`src/rtl/pipe_stage_reg.sv`:
```
// Elastic pipeline register with valid/ready handshake, optional 2-entry skid
// buffer, synchronous flush with bubble insertion and a saturating stall counter.
module pipe_stage_reg #(
  parameter int DATA_W = 128,
  parameter int CTRL_W = 8,
  parameter bit SKID   = 1'b1,
  parameter int CNT_W  = 16
) (
  input  logic              clk,
  input  logic              reset,
  input  logic              in_valid,
  output logic              in_ready,
  input  logic [DATA_W-1:0] in_data,
  input  logic [CTRL_W-1:0] in_ctrl,
  input  logic              flush,
  output logic              out_valid,
  input  logic              out_ready,
  output logic [DATA_W-1:0] out_data,
  output logic [CTRL_W-1:0] out_ctrl,
  output logic [CNT_W-1:0]  stall_cnt
);

  // Encoding is {m_valid, s_valid}; 2'b01 is unreachable.
  typedef enum logic [1:0] {
    ST_EMPTY = 2'b00,
    ST_ONE   = 2'b10,
    ST_TWO   = 2'b11
  } state_e;

  state_e              state_q, state_d;
  logic [DATA_W-1:0]   m_data_q, m_data_d;
  logic [CTRL_W-1:0]   m_ctrl_q, m_ctrl_d;
  logic [DATA_W-1:0]   s_data_q, s_data_d;
  logic [CTRL_W-1:0]   s_ctrl_q, s_ctrl_d;
  logic [CNT_W-1:0]    cnt_q, cnt_d;

  logic m_valid;
  logic s_valid;
  logic in_fire;
  logic out_fire;

  assign m_valid = state_q[1];
  assign s_valid = state_q[0];

  // With SKID the ready depends only on a flop, breaking the out_ready path.
  assign in_ready  = SKID ? ~s_valid : (out_ready | ~m_valid);
  assign in_fire   = in_valid & in_ready;
  assign out_fire  = m_valid & out_ready;

  assign out_valid = m_valid;
  assign out_data  = m_data_q;
  assign out_ctrl  = m_valid ? m_ctrl_q : '0;
  assign stall_cnt = cnt_q;

  // NOTE: every signal gets its hold value first so no path infers a latch.
  always_comb begin
    state_d  = state_q;
    m_data_d = m_data_q;
    m_ctrl_d = m_ctrl_q;
    s_data_d = s_data_q;
    s_ctrl_d = s_ctrl_q;

    if (flush) begin
      state_d  = ST_EMPTY;
      m_ctrl_d = '0;
      s_ctrl_d = '0;
    end else begin
      unique case (state_q)
        ST_EMPTY: begin
          if (in_fire) begin
            state_d  = ST_ONE;
            m_data_d = in_data;
            m_ctrl_d = in_ctrl;
          end
        end
        ST_ONE: begin
          if (in_fire && out_fire) begin
            m_data_d = in_data;
            m_ctrl_d = in_ctrl;
          end else if (in_fire && SKID) begin
            state_d  = ST_TWO;
            s_data_d = in_data;
            s_ctrl_d = in_ctrl;
          end else if (out_fire) begin
            state_d = ST_EMPTY;
          end
        end
        ST_TWO: begin
          if (out_fire) begin
            state_d  = ST_ONE;
            m_data_d = s_data_q;
            m_ctrl_d = s_ctrl_q;
            s_ctrl_d = '0;
          end
        end
        default: state_d = ST_EMPTY;
      endcase
    end
  end

  always_comb begin
    cnt_d = cnt_q;
    if (m_valid && !out_ready && (cnt_q != {CNT_W{1'b1}}))
      cnt_d = cnt_q + CNT_W'(1);
  end

  // NOTE: payload registers are reset too, so out_data reads 0 straight out of reset.
  always_ff @(posedge clk or negedge reset) begin
    if (!reset) begin
      state_q  <= ST_EMPTY;
      m_data_q <= '0;
      m_ctrl_q <= '0;
      s_data_q <= '0;
      s_ctrl_q <= '0;
      cnt_q    <= '0;
    end else begin
      // NOTE: non-blocking so all state updates see the pre-edge values.
      state_q  <= state_d;
      m_data_q <= m_data_d;
      m_ctrl_q <= m_ctrl_d;
      s_data_q <= s_data_d;
      s_ctrl_q <= s_ctrl_d;
      cnt_q    <= cnt_d;
    end
  end

endmodule

```
`config.mk`:
```
export PLATFORM = sky130hd
export DESIGN_NAME = pipe_stage_reg
export DESIGN_NICKNAME = d
export VERILOG_FILES = /design/src/rtl/pipe_stage_reg.sv
export SDC_FILE = /design/constraint.sdc
export NUM_CORES = 1
export LEC_CHECK = 0
export ABC_AREA = 1
export BUFFER_PORTS_ARGS = -buffer_cell sky130_fd_sc_hd__buf_2
export CAP_MARGIN = 30
export CORE_MARGIN = 2
export CORE_UTILIZATION = 40
export DETAILED_ROUTE_END_ITERATION = 12
export GPL_TIMING_DRIVEN = 0
export HOLD_SLACK_MARGIN = 0.1
export PLACE_DENSITY = 0.65
export SKIP_CTS_REPAIR_TIMING = 1
export SLEW_MARGIN = 20
export SYNTH_ARGS = -nofsm -noshare
export SYNTH_HDL_FRONTEND = slang
export SYNTH_SLANG_ARGS = --single-unit
```
`constraint.sdc`:
```
create_clock -name clk -period 2.15 [get_ports clk]
set_input_delay 0.43 -clock clk [delete_from_list [all_inputs] [get_ports clk]]
set_output_delay 0.43 -clock clk [all_outputs]
set_load 0.03 [all_outputs]
```
### Word level (Yosys, flattened, before mapping)

Index checks and enable logic that the tools add are counted.

| cells by class | value |
|---|---|
| mux-type cells | 21 |
| bitwise operators | 5 |
| equality and inequality tests | 12 |
| add/sub/neg operators | 1 |
| reduce and logical (&&, ||, !) cells | 13 |

Operators by type and width:

| cell | number |
|---|---|
| $mux 128 | 3 |
| $pmux 128 s3 | 1 |
| $mux 8 | 8 |
| $pmux 8 s3 | 1 |
| $add 16x1->16 const B | 1 |
| $ne 16x16->1 const B | 1 |
| $pmux 8 s2 | 1 |
| $reduce_and 4->1 | 4 |
| $ne 3x3->1 const B | 5 |
| $mux 2 | 6 |
| $ne 2x2->1 const B | 3 |
| $pmux 2 s3 | 1 |
| $reduce_bool 3->1 | 2 |
| $reduce_and 5->1 | 1 |
| $eq 2x2->1 const B | 2 |
| $ne 4x4->1 const B | 1 |
| $reduce_bool 4->1 | 1 |
| $logic_and 1x1->1 | 3 |
| $not 1->1 | 3 |
| $and 1x1->1 | 2 |
| $logic_not 2->1 | 1 |
| $logic_not 1->1 | 1 |

| word-level totals | value |
|---|---|
| logic and storage cells | 58 |
| output and inout bits | 154 |
| bits in registers | 290 |

### Logic depth before layout (Yosys ltp)

Gate-level depths: netlist (run 1).

| depth | value |
|---|---|
| depth in word-level cells | 6 |
| depth in mapped cells | 10 |
| depth with buffers taken out | 9 |

### Least setup slack after synthesis (run 1)

Ideal clock, no wire load.

| timing path | value |
|---|---|
| kind | register -> register |
| from | register state_q[1] |
| to | register m_data_q[10], in the netlist out_data[10] |
| setup time | 0.123 ns |
| buffers on the path | 3 |
| stages on the path, launching flop included | 11 |
| setup slack | -0.033 ns |
| arrival | 2.059 ns |
| path through | dfrtp_1 > clkbuf_1 > inv_1 > ha_1 > or2_1 > a21oi_2 > nand3_2 > buf_4 > buf_2 > nand2_1 > o21ai_1 |

| between the ends | value |
|---|---|
| longest elaborated chain between the ends | 4 |
| elaborated cells between the ends (all ways) | 11 |
| classes of those cells | 5 x eq/ne; 1 x mux; 1 x bitwise; 4 x reduce/logical |

Ends and longest elaborated chain:

| what | line | text |
|---|---|---|
| from (decl) | 30 | `state_e state_q, state_d;` |
| from (signal assigned) | 118 | `state_q <= state_d;` |
| $and 1x1->1 | 48 | `assign out_fire = m_valid & out_ready;` |
| $logic_and 1x1->1 | 77 | `if (in_fire && out_fire) begin` |
| $ne 2x2->1 (no line) | - |  |
| $reduce_and 5->1 (no line) | - |  |
| to (signal assigned) | 119 | `m_data_q <= m_data_d;` |
| to (decl) | 31 | `logic [DATA_W-1:0] m_data_q, m_data_d;` |

Parallel ways exist; a longest one is shown, timed or not.
A chain may end at the register's enable or synchronous reset.

### Worst setup path after layout (run 1)

| timing path | value |
|---|---|
| from | register state_q[1] |
| to | register m_ctrl_q[4] |

| between the ends | value |
|---|---|
| longest elaborated chain between the ends | 4 |
| elaborated cells between the ends (all ways) | 12 |
| classes of those cells | 5 x eq/ne; 2 x mux; 1 x bitwise; 4 x reduce/logical |

Ends and longest elaborated chain:

| what | line | text |
|---|---|---|
| $and 1x1->1 | 48 |  |
| $logic_and 1x1->1 | 77 |  |
| $ne 3x3->1 (no line) | - |  |
| $reduce_and 4->1 (no line) | - |  |
| to (signal assigned) | 120 | `m_ctrl_q <= m_ctrl_d;` |
| to (decl) | 32 | `logic [CTRL_W-1:0] m_ctrl_q, m_ctrl_d;` |

Parallel ways exist; a longest one is shown, timed or not.

==> results of run 1 <==
==> state kept, by name (all words and copies together) (netlist names) <==
name and count:
stall_cnt 16, state_q 2, out_data 128, m_ctrl_q 8, s_ctrl_q 8, s_data_q 128
==> report_power, final <==
part           internal, mW  switching, mW  total, mW
sequential             7.96           1.03       8.98
clock                  3.66           2.24       5.90
combinational          2.79           6.30       9.09
total                  14.4           9.57       24.0
==> synthesized netlist by cell type (4+ instances only) <==
cell        n
xor2_1      4
o21ai_0   275
dfrtp_1   290
buf_4      24
buf_2      34
nand4_1    17
nor2_1     21
buf_6      14
inv_1     164
clkbuf_1   16
ha_1        6
nand2_1   504
o21ai_1   120
nand3_1    26
==> final cells by class <==
type	instances	area, sq um
Fill cell	3068	15500
Sequential cell	290	7260
Multi-Input combinational cell	988	4430
Timing Repair Buffer	300	1590
Clock buffer	48	985
Buffer	88	623
Inverter	166	623
Tap cell	402	503
Clock inverter	10	156
Antenna cell	5	12.5
==> worst paths after layout <==
check	from	end	slack (ns)	cells past startpoint
min reg2reg	m_ctrl_q[0]$_DFFE_PN0P_	m_ctrl_q[0]$_DFFE_PN0P_	0.47	2
max reg2reg	state_q[1]$_DFFE_PN0P_	m_ctrl_q[4]$_DFFE_PN0P_	0.15	8
max in group asynchronous	reset	s_data_q[46]$_DFFE_PN0P_	0.64	4
max	state_q[1]$_DFFE_PN0P_	m_ctrl_q[4]$_DFFE_PN0P_	0.15	8
min in group asynchronous	reset	out_data[95]$_DFFE_PN0P_	0.39	2
min	in_data[54]	s_data_q[54]$_DFFE_PN0P_	0.14	3
==> layer usage <==
| metal | global-route usage [%] | up-vias | share of wire, % |
|---|---|---|---|
| met2 | 34.5 | 328 | 46 |
| met4 | 6.14 | 6 | 2.3 |
| li1 | - | 5558 | - |
| met1 | 28.9 | 5199 | 45 |
| met5 | 0 | - | 0.093 |
| met3 | 5.08 | 64 | 7.1 |
==> kinds of logic (layout without fill, tap and decap cells) <==
logic type                 Yosys count  after routing
AOI/OAI and AO/OA                  398            398
xor gates and xnor gates             5              5
and+or+nand+nor                    579            579
adders and majority gates            6              6
DFF                                290            290
other                                0              5
buffers and inverters              254            612
==> critical path: stages (launching register included) <==
cell and delay (ns):
dfrtp_2 0.46, ha_4 0.24, buf_4 0.20, buf_6 0.17
nor2_2 0.38, nand2_4 0.15, nand3_2 0.19, nand2_1 0.08
nand2_1 0.06
==> per-stage QoR <==
stage / cell area (sq um) / TNS, ns / hold slack, ns / util [%]
after floorplan: 12900 / 0 / 0.134 / -
after global placement: 14800 / -1424.07 / 0.457 / 46.9
after detailed placement: 14900 / -29.45 / 0.312 / 47.2
after CTS: 16100 / -30.22 / -0.221 / 50.8
after global routing: 16200 / -0.0712 / 0.128 / 51.1
final: 16200 / 0 / 0.138 / 51.2
==> run_results.csv, run 1 <==
group,metric,value,unit
run_status,outcome,"finished, final reports clean",
logic_synthesis,synth_edf_count,0,
power,finalPower,24.0,mW
logic_synthesis,synth_nets,1679,
logic_synthesis,ys_seq_area_share,56.5,%
clock_tree,clock_tree.buffer_depth,3,
logic_synthesis,synth_adder_area_share,0.584,%
clock_tree,clock-sinks,290,
logic_synthesis,synth_cells,1532,
worst_setup_path,cp_max_fo,10,
clock_tree,clk_pin_slew,0.06,ns
logic_synthesis,synthArstFlopShare,100,%
logic_synthesis,synth_area_leader_cell,"dfrtp_1",
global_routing,antenna_found_initial,9,
sta,max_freq,499,MHz
clock_tree,htreeDepth,2,
power,power_density,1480,mW/mm^2
logic_synthesis,synth_area_per_cell,8.39,sq um
drt,firstDrtPassIters,5,
clock_tree,tritoncts,"built",
global_routing,grt_max_degree,99,
power,leakagePower,8.07,nW
placement,dp_hpwl,25500,um
drt,ant_nets,0,
worst_setup_path,crit_type,"reg2reg",
global_routing,overflow,0,
sta,worst_pin_slew,0.565,ns
sta,slew_violations,0,
drt,drt-wirelength-per-cell,15.5,um
logic_synthesis,synth_top_area_share,56.5,%
final_layout,final_common_cell,"nand2_1",
worst_setup_path,cp-end-kind,"register",
final_layout,instances_no_fill,2297,
worst_setup_path,worstSetupStartpointType,"register",
sta,relSlewSlack,62.3,%
placement,post-place-ws,-0.344,ns
final_layout,nets,2015,
logic_synthesis,synth_seq_cells,290,
sta,worst_slack,0.147,ns
sta,finalSetupViolCount,0,
floorplan,io_pins,295,
global_routing,grt_pass1_wl,57300,um
floorplan,core,0.0316,sq mm
logic_synthesis,synth.cell_area,0.0129,sq mm
logic_synthesis,synth_xor_area_share,0.341,%
floorplan,start_util,40.6,%
final_layout,mostFrequentLayoutCells,"nand2_1, buf_2, dfrtp_1, o21ai_0, inv_1",
global_routing,first_global_vias,10953,
sta,period_share,93.2,%
sta,skew,0.0153,ns
floorplan,die_w,183,um
sta,finalCriticalPeriod,2.00,ns
flow_run,maxCapViolations,0,
worst_setup_path,cp.arrival,2.43,ns
logic_synthesis,synth_flop_cell,"dfrtp_1",
global_routing,grtUsageTotal,21.4,%
floorplan,die_h,183,um
worst_setup_path,crit_required,2.58,ns
floorplan,num_rows,65,
logic_synthesis,synth_compound_gate_area_share,15.5,%
logic_synthesis,synthMuxAreaShare,0,%
logic_synthesis,synth_cell_type_count,27,
logic_synthesis,synth_top_family_by_area,"simple AND/OR/NAND/NOR gates",
min_path,min_path_type,"in2reg",
placement,place.gp.congestion,0.824,
clock_tree,numCtsBuffers,34,
logic_synthesis,netlist_top_cells_area,"dfrtp_1, nand2_1, o21ai_0",
drt,drc,0,
final_layout,layout-drive-gt1-share,23.2,%
clock_tree,clock_latency,0.51,ns
logic_synthesis,synth_warnings,0,
sta,hold_violations,0,
final_layout,area_delta_synth_final,25.9,%
drt,viasPerCell,4.86,
placement,port_buffers,294,
clock_tree,root_buffer,"clkbuf_16",
sta,rsz0062_at_grt,"true",
floorplan,dieArea,0.0336,sq mm
power,ir_worst_vdd,0.833,mV
placement,dp_cells,2231,
drt,drt_first_iter_violations,670,
drt,drt_wl_total,35500,um
logic_synthesis,synthSimpleGateAreaFrac,17.8,%
drt,num_vias,11155,
Note: power is estimated with default switching activity, not from simulation.
==> run 2, diff against run 1 <==
--- a/config.mk
+++ b/config.mk
@@ -16,2 +16,3 @@
 export PLACE_DENSITY = 0.65
+export REMOVE_ABC_BUFFERS = 1
 export SKIP_CTS_REPAIR_TIMING = 1
==> constraint.sdc (replaced) <==
create_clock -name clk -period 2.15 [get_ports clk]
set_input_delay 0.5375 -clock clk [delete_from_list [all_inputs] [get_ports clk]]
set_output_delay 0.5375 -clock clk [all_outputs]
set_load 0.03 [all_outputs]
==> run 2 against run 1 <==
Sequential share of layout area is 1.2 points lower. Via count decreased by 0.39%. Final cell count down 1.4%. Fmax decreased by 6.2%. Clock skew down 0.0027 ns. Highest routed layer unchanged. Worst hold slack improved by 0.11 ns. Critical endpoint is now out_data[91]$_DFFE_PN0P_. Combinational power grew 4.5%.
==> run_results.csv, run 2 (synthesis results as in run 1) <==
group,metric,value,unit
power,ir_worst_vdd,0.638,mV
worst_setup_path,cp.arrival,2.52,ns
global_routing,first_global_vias,10179,
worst_setup_path,crit_type,"reg2reg",
drt,viasPerCell,4.91,
clock_tree,htreeDepth,2,
power,finalPower,24.2,mW
worst_setup_path,worstSetupStartpointType,"register",
placement,port_buffers,294,
clock_tree,numCtsBuffers,34,
worst_setup_path,timing.rr.start,"state_q[1]$_DFFE_PN0P_",
placement,dp_hpwl,20800,um
clock_tree,clock_tree.buffer_depth,3,
sta,whs,0.253,ns
worst_setup_path,cp_max_fo,17,
worst_setup_path,crit_required,2.53,ns
clock_tree,tritoncts,"built",
placement,place.gp.congestion,0.793,
worst_setup_path,cp_cell_sequence,"inv_1 > ha_1 > or2_1 > a21oi_2 > nand3_4 > buf_16 > buf_16 > clkbuf_16 > nand2_1 > o21ai_1",
global_routing,grtUsageTotal,18.3,%
flow_run,maxCapViolations,0,
clock_tree,clk_pin_slew,0.06,ns
final_layout,nets,1989,
drt,ant_nets,0,
drt,drt_wl_total,34600,um
floorplan,start_util,40.6,%
sta,period_share,99.3,%
global_routing,antenna_found_initial,3,
worst_setup_path,critPathSlowestCell,"dfrtp_4",
final_layout,layout-drive-gt1-share,22.8,%
sta,slew_violations,0,
drt,drt-wirelength-per-cell,15.3,um
clock_tree,root_buffer,"clkbuf_16",
sta,relSlewSlack,67.0,%
worst_setup_path,crit_path_start,"state_q[1]$_DFFE_PN0P_",
floorplan,io_pins,295,
final_layout,area_delta_synth_final,29.4,%
sta,fin_setup_tns,0,ns
worst_setup_path,max_stage_delay,0.45,ns
global_routing,grt_max_degree,94,
floorplan,die_h,183,um
worst_setup_path,crit_top_cell,"buf_16",
sta,hold_violations,0,
sta,worst_pin_slew,0.493,ns
floorplan,dieArea,0.0336,sq mm
worst_setup_path,cp-end-kind,"register",
final_layout,nFillCells,2945,
final_layout,final_common_cell,"nand2_1",
min_path,worstHoldStart,"in_data[127]",
sta,skew,0.0126,ns
sta,finalCriticalPeriod,2.14,ns
sta,rsz0062_at_grt,"true",
placement,post-place-ws,-1.05,ns
clock_tree,clock-sinks,290,
floorplan,num_rows,65,
sta,max_freq,468,MHz
global_routing,overflow,0,
drt,drc,0,
power,leakagePower,8.17,nW
sta,finalSetupViolCount,0,
drt,num_vias,11111,
drt,drt_first_iter_violations,678,
floorplan,die_w,183,um
clock_tree,clock_latency,0.50,ns
sta,worst_slack,0.0142,ns
final_layout,mostFrequentLayoutCells,"nand2_1, dfrtp_1, buf_2, o21ai_0, inv_1",
global_routing,grt_pass1_wl,50600,um
power,power_density,1460,mW/mm^2
run_status,outcome,"finished, final reports clean",
drt,firstDrtPassIters,4,
floorplan,core,0.0316,sq mm
min_path,min_path_type,"in2reg",
[run 2: path summary, 6_finish.rpt]
path	to	cells after the start	slack, ns
setup / recovery	out_data[91]$_DFFE_PN0P_	10	0.01
hold / removal	s_data_q[127]$_DFFE_PN0P_	3	0.25
setup reg to reg	out_data[91]$_DFFE_PN0P_	10	0.01
hold reg to reg	m_ctrl_q[0]$_DFFE_PN0P_	2	0.47
max in group asynchronous	s_data_q[4]$_DFFE_PN0P_	4	0.48
min in group asynchronous	out_data[77]$_DFFE_PN0P_	2	0.49
[run 2: cell type report]
class / instances / area, sq um / area share [%]
Antenna cell: 1 / 2.50 / 0.0150
Clock buffer: 55 / 1060 / 6.39
Clock inverter: 1 / 30.0 / 0.181
Inverter: 166 / 626 / 3.76
Multi-Input combinational cell: 988 / 4460 / 26.8
Sequential cell: 290 / 7260 / 43.7
Tap cell: 402 / 503 / 3.02
Timing Repair Buffer: 362 / 2690 / 16.2
[run 2: layer usage]
layer / vias to the layer above / wire [um] / track usage, % / share of wire (%)
li1: 5504 / - / - / -
met1: 5201 / 15200 / 24.6 / 44
met2: 333 / 16300 / 29.1 / 47
met3: 69 / 2110 / 4.09 / 6.1
met4: 4 / 930 / 6.43 / 2.7
met5: - / 27 / 0 / 0.078
[run 2: worst max-delay path, delay by kind of cell (launching register included)]
kind,cells,cell delay [ns]
AOI/OAI and AO/OA,2,0.27
adders and majority gates,1,0.18
buffers and inverters,4,0.63
DFF,1,0.45
and+or+nand+nor,3,0.46
[run 2: where the power goes]
part	leakage, nW	switching [mW]	internal (mW)
registers	3.59	1.07	7.96
clock network	0.533	2.19	3.48
logic	4.05	6.38	3.13
total	8.17	9.64	14.6
[run 2: metrics by stage]
stage	area [sq um]	utilization, %	std cells
CTS	15900	50.1	2220
detailed placement	14800	46.7	2164
global placement	14300	45.1	2140
global route	16600	52.6	2265
floorplan	12300	-	1444
finish	16600	52.6	2265
==> run 3, diff against run 2 <==
- ABC_AREA: 1 -> 0
==> run 3 against run 2 <==
Total power increased by 2.7%. Sequential power increased by 3.8%. Fmax increased by 2.0%. Clock-buffer cell count decreased by 7. Critical path depth decreased by 3. Synthesized cell count decreased by 34%. Sequential cell count unchanged. Register-to-register slack improved by 0.04 ns. Wire length decreased by 11%. Worst hold slack improved by 0.012 ns. Core utilization decreased by 0.88 points. Clock skew increased by 0.0014 ns.
==> run_results.csv, run 3 <==
group,metric,value,unit
worst_setup_path,reg2reg_to,"s_data_q[52]$_DFFE_PN0P_",
drt,topRoutingLayerUsed,"met5",
worst_setup_path,timing.rr.start,"state_q[0]$_DFFE_PN0P_",
final_layout,multi_input_area,0.00530,sq mm
drt,drt-wirelength-per-cell,17.7,um
logic_synthesis,yosysMostFrequentCell,"dfrtp_1",
worst_setup_path,max_stage_delay,0.47,ns
final_layout,nets,1468,
final_layout,layout-drive-gt1-share,39.0,%
min_path,hold_depth,2,
logic_synthesis,synth_top_area_share,56.2,%
flow_run,maxCapViolations,0,
floorplan,io_pins,295,
worst_setup_path,cp_max_fo,19,
sta,max_freq,477,MHz
sta,finalSetupViolCount,0,
clock_tree,clock-sinks,290,
power,ir_worst_vdd,0.874,mV
sta,hold_violations,0,
logic_synthesis,synth_edf_count,0,
floorplan,dieArea,0.0337,sq mm
worst_setup_path,crit_type,"reg2reg",
logic_synthesis,synth_cells,1011,
drt,drc,0,
drt,firstDrtPassIters,4,
drt,drt_wl_total,31000,um
placement,dp_hpwl,19900,um
floorplan,die_h,184,um
logic_synthesis,synth_common_cells,"dfrtp_1, nand2_1, mux2i_1, o21ai_1, mux2_4",
drt,num_vias,8675,
global_routing,first_global_vias,8994,
min_path,min_path_type,"in2reg",
min_path,worstHoldEndpoint,"s_data_q[127]$_DFFE_PN0P_",
logic_synthesis,synth.cell_area,0.0129,sq mm
sta,worst_pin_slew,0.633,ns
logic_synthesis,synth_adder_area_share,0.581,%
worst_setup_path,worstSetupStartpointType,"register",
run_status,outcome,"finished, final reports clean",
placement,dp_cells,1662,
drt,wl_met1,13400,um
logic_synthesis,ys_seq_area_share,56.2,%
worst_setup_path,regToRegSetupSlack,0.06,ns
sta,relSlewSlack,57.7,%
placement,port_buffers,294,
final_layout,nFillCells,2811,
worst_setup_path,cp.arrival,2.47,ns
sta,worst_slack,0.0554,ns
clock_tree,htreeDepth,2,
sta,period_share,97.4,%
global_routing,grt_max_degree,89,
final_layout,area_delta_synth_final,26.9,%
drt,wl_met3,2520,um
clock_tree,tritoncts,"built",
clock_tree,clk_pin_slew,0.06,ns
clock_tree,clock_tree.buffer_depth,3,
worst_setup_path,critPathSlowestCell,"dfrtp_2",
drt,viasPerCell,4.96,
logic_synthesis,synthSimpleGateAreaFrac,6.79,%
global_routing,grtUsageTotal,17.6,%
power,power_density,1520,mW/mm^2
global_routing,grt_pass1_wl,48100,um
placement,place.gp.congestion,0.749,
floorplan,start_util,40.7,%
drt,ant_nets,0,
final_layout,post-route-cell-area,0.0164,sq mm
clock_tree,clock_latency,0.50,ns
final_layout,instances_no_fill,1749,
drt,drt_first_iter_violations,362,
logic_synthesis,synth_seq_cells,290,
logic_synthesis,synth_cell_type_count,36,
global_routing,antenna_found_initial,6,
worst_setup_path,cp_cell_sequence,"inv_4 > ha_4 > nand2_1 > or3_4 > buf_12 > buf_16 > mux2_4",
min_path,worstHoldStart,"in_data[127]",
logic_synthesis,synthArstFlopShare,100,%
clock_tree,root_buffer,"clkbuf_16",
final_layout,final_util,51.7,%
worst_setup_path,cp-end-kind,"register",
global_routing,overflow,0,
worst_setup_path,crit_required,2.52,ns
logic_synthesis,synth_compound_gate_area_share,6.63,%
worst_setup_path,reg2regPathDepth,7,
floorplan,die_w,184,um
floorplan,num_rows,65,
placement,place_area,0.0149,sq mm
logic_synthesis,synth_flop_cell,"dfrtp_1",
sta,skew,0.0140,ns
logic_synthesis,synthMuxAreaShare,25.4,%
logic_synthesis,synth_area_per_cell,12.8,sq um
final_layout,mostFrequentLayoutCells,"buf_2, dfrtp_1, nand2_1, mux2i_1, o21ai_1",
logic_synthesis,synth_area_leader_cell,"dfrtp_1",
logic_synthesis,netlist_top_cells_area,"dfrtp_1, mux2_4, mux2i_1",
power,leakagePower,7.99,nW
drt,wl_met2,14300,um
logic_synthesis,synth_xor_area_share,0.949,%
logic_synthesis,synth_warnings,0,
placement,post-place-ws,-0.577,ns
logic_synthesis,synth_top_family_by_area,"multiplexers",
final_layout,final_common_cell,"buf_2",
floorplan,core,0.0317,sq mm
clock_tree,numCtsBuffers,35,
sta,finalCriticalPeriod,2.09,ns
sta,slew_violations,0,
final_layout,ff_latch_area,0.00726,sq mm
## run 3: cell types whose count changed after synthesis, sizes merged, moves of 13 or more
cell | previous run | this run
buf | 72 | 46
inv | 165 | 10
mux2 | 0 | 129
mux2i | 0 | 138
nand2 | 506 | 148
nand3 | 28 | 5
nor2 | 23 | 10
o21ai | 395 | 139
## run 3: kinds of logic (layout without fill, tap and decap cells)
logic type / Yosys count / count (layout)
AOI/OAI and AO/OA: 162 / 162
DFF: 290 / 290
other: 0 / 3
xor gates and xnor gates: 14 / 14
muxes: 267 / 267
and+or+nand+nor: 201 / 203
adders and majority gates: 6 / 6
buffers and inverters: 71 / 402
## run 3: how the worst max path moves through the flow
| stage | from | endpoint | slack, ns | cells after the start |
|---|---|---|---|---|
| final | state_q[0]$_DFFE_PN0P_ | s_data_q[52]$_DFFE_PN0P_ | 0.06 | 7 |
| after global routing | state_q[1]$_DFFE_PN0P_ | out_data[39]$_DFFE_PN0P_ | -0.02 | 8 |
| after CTS | state_q[1]$_DFFE_PN0P_ | out_data[74]$_DFFE_PN0P_ | -0.59 | 8 |
| after detailed placement | state_q[1]$_DFFE_PN0P_ | out_data[62]$_DFFE_PN0P_ | -0.58 | 8 |
| after global placement | state_q[1]$_DFFE_PN0P_ | out_data[40]$_DFFE_PN0P_ | -12.85 | 4 |
| after floorplan | state_q[1]$_DFFE_PN0P_ | out_data[0]$_DFFE_PN0P_ | -8.09 | 4 |
## run 3: power by group
part	internal, mW	total (mW)	switching, mW
registers	7.99	9.38	1.39
logic	3.96	9.48	5.51
clock network	3.70	6.00	2.30
total	15.7	24.9	9.21
## run 3: layout make-up
type / instances / share of cell area [%]
inverter: 11 / 0.290
clock buffer: 48 / 6.27
antenna: 3 / 0.0458
clock inverter: 12 / 0.878
sequential: 290 / 44.3
timing repair buffer: 331 / 12.8
multi-input combinational: 652 / 32.4
tap: 402 / 3.07
## run 3: critical path, delay by kind of cell (launching register included)
family,cells,cell delay (ns)
AND/OR/NAND/NOR,2,0.55
flip-flops,1,0.47
buffers and inverters,3,0.45
multiplexers,1,0.32
adder cells (fa/ha/maj),1,0.15
## run 3: stage by stage
stage	power (mW)	hold slack, ns	TNS [ns]
floorplan	15.5	0.242	-1227.86
CTS	24.8	-0.0437	-89.83
finish	24.9	0.265	0
detailed placement	18.7	0.470	-85.35
global route	26.3	0.249	-0.120
global placement	15.8	0.462	-3430.47
## run 3: routing by layer
metal / GRT usage, % / vias to the layer above
met1: 21.9 / 4226
met4: 4.80 / 6
li1: - / 4143
met3: 6.46 / 52
met2: 28.8 / 248
met5: 0 / -
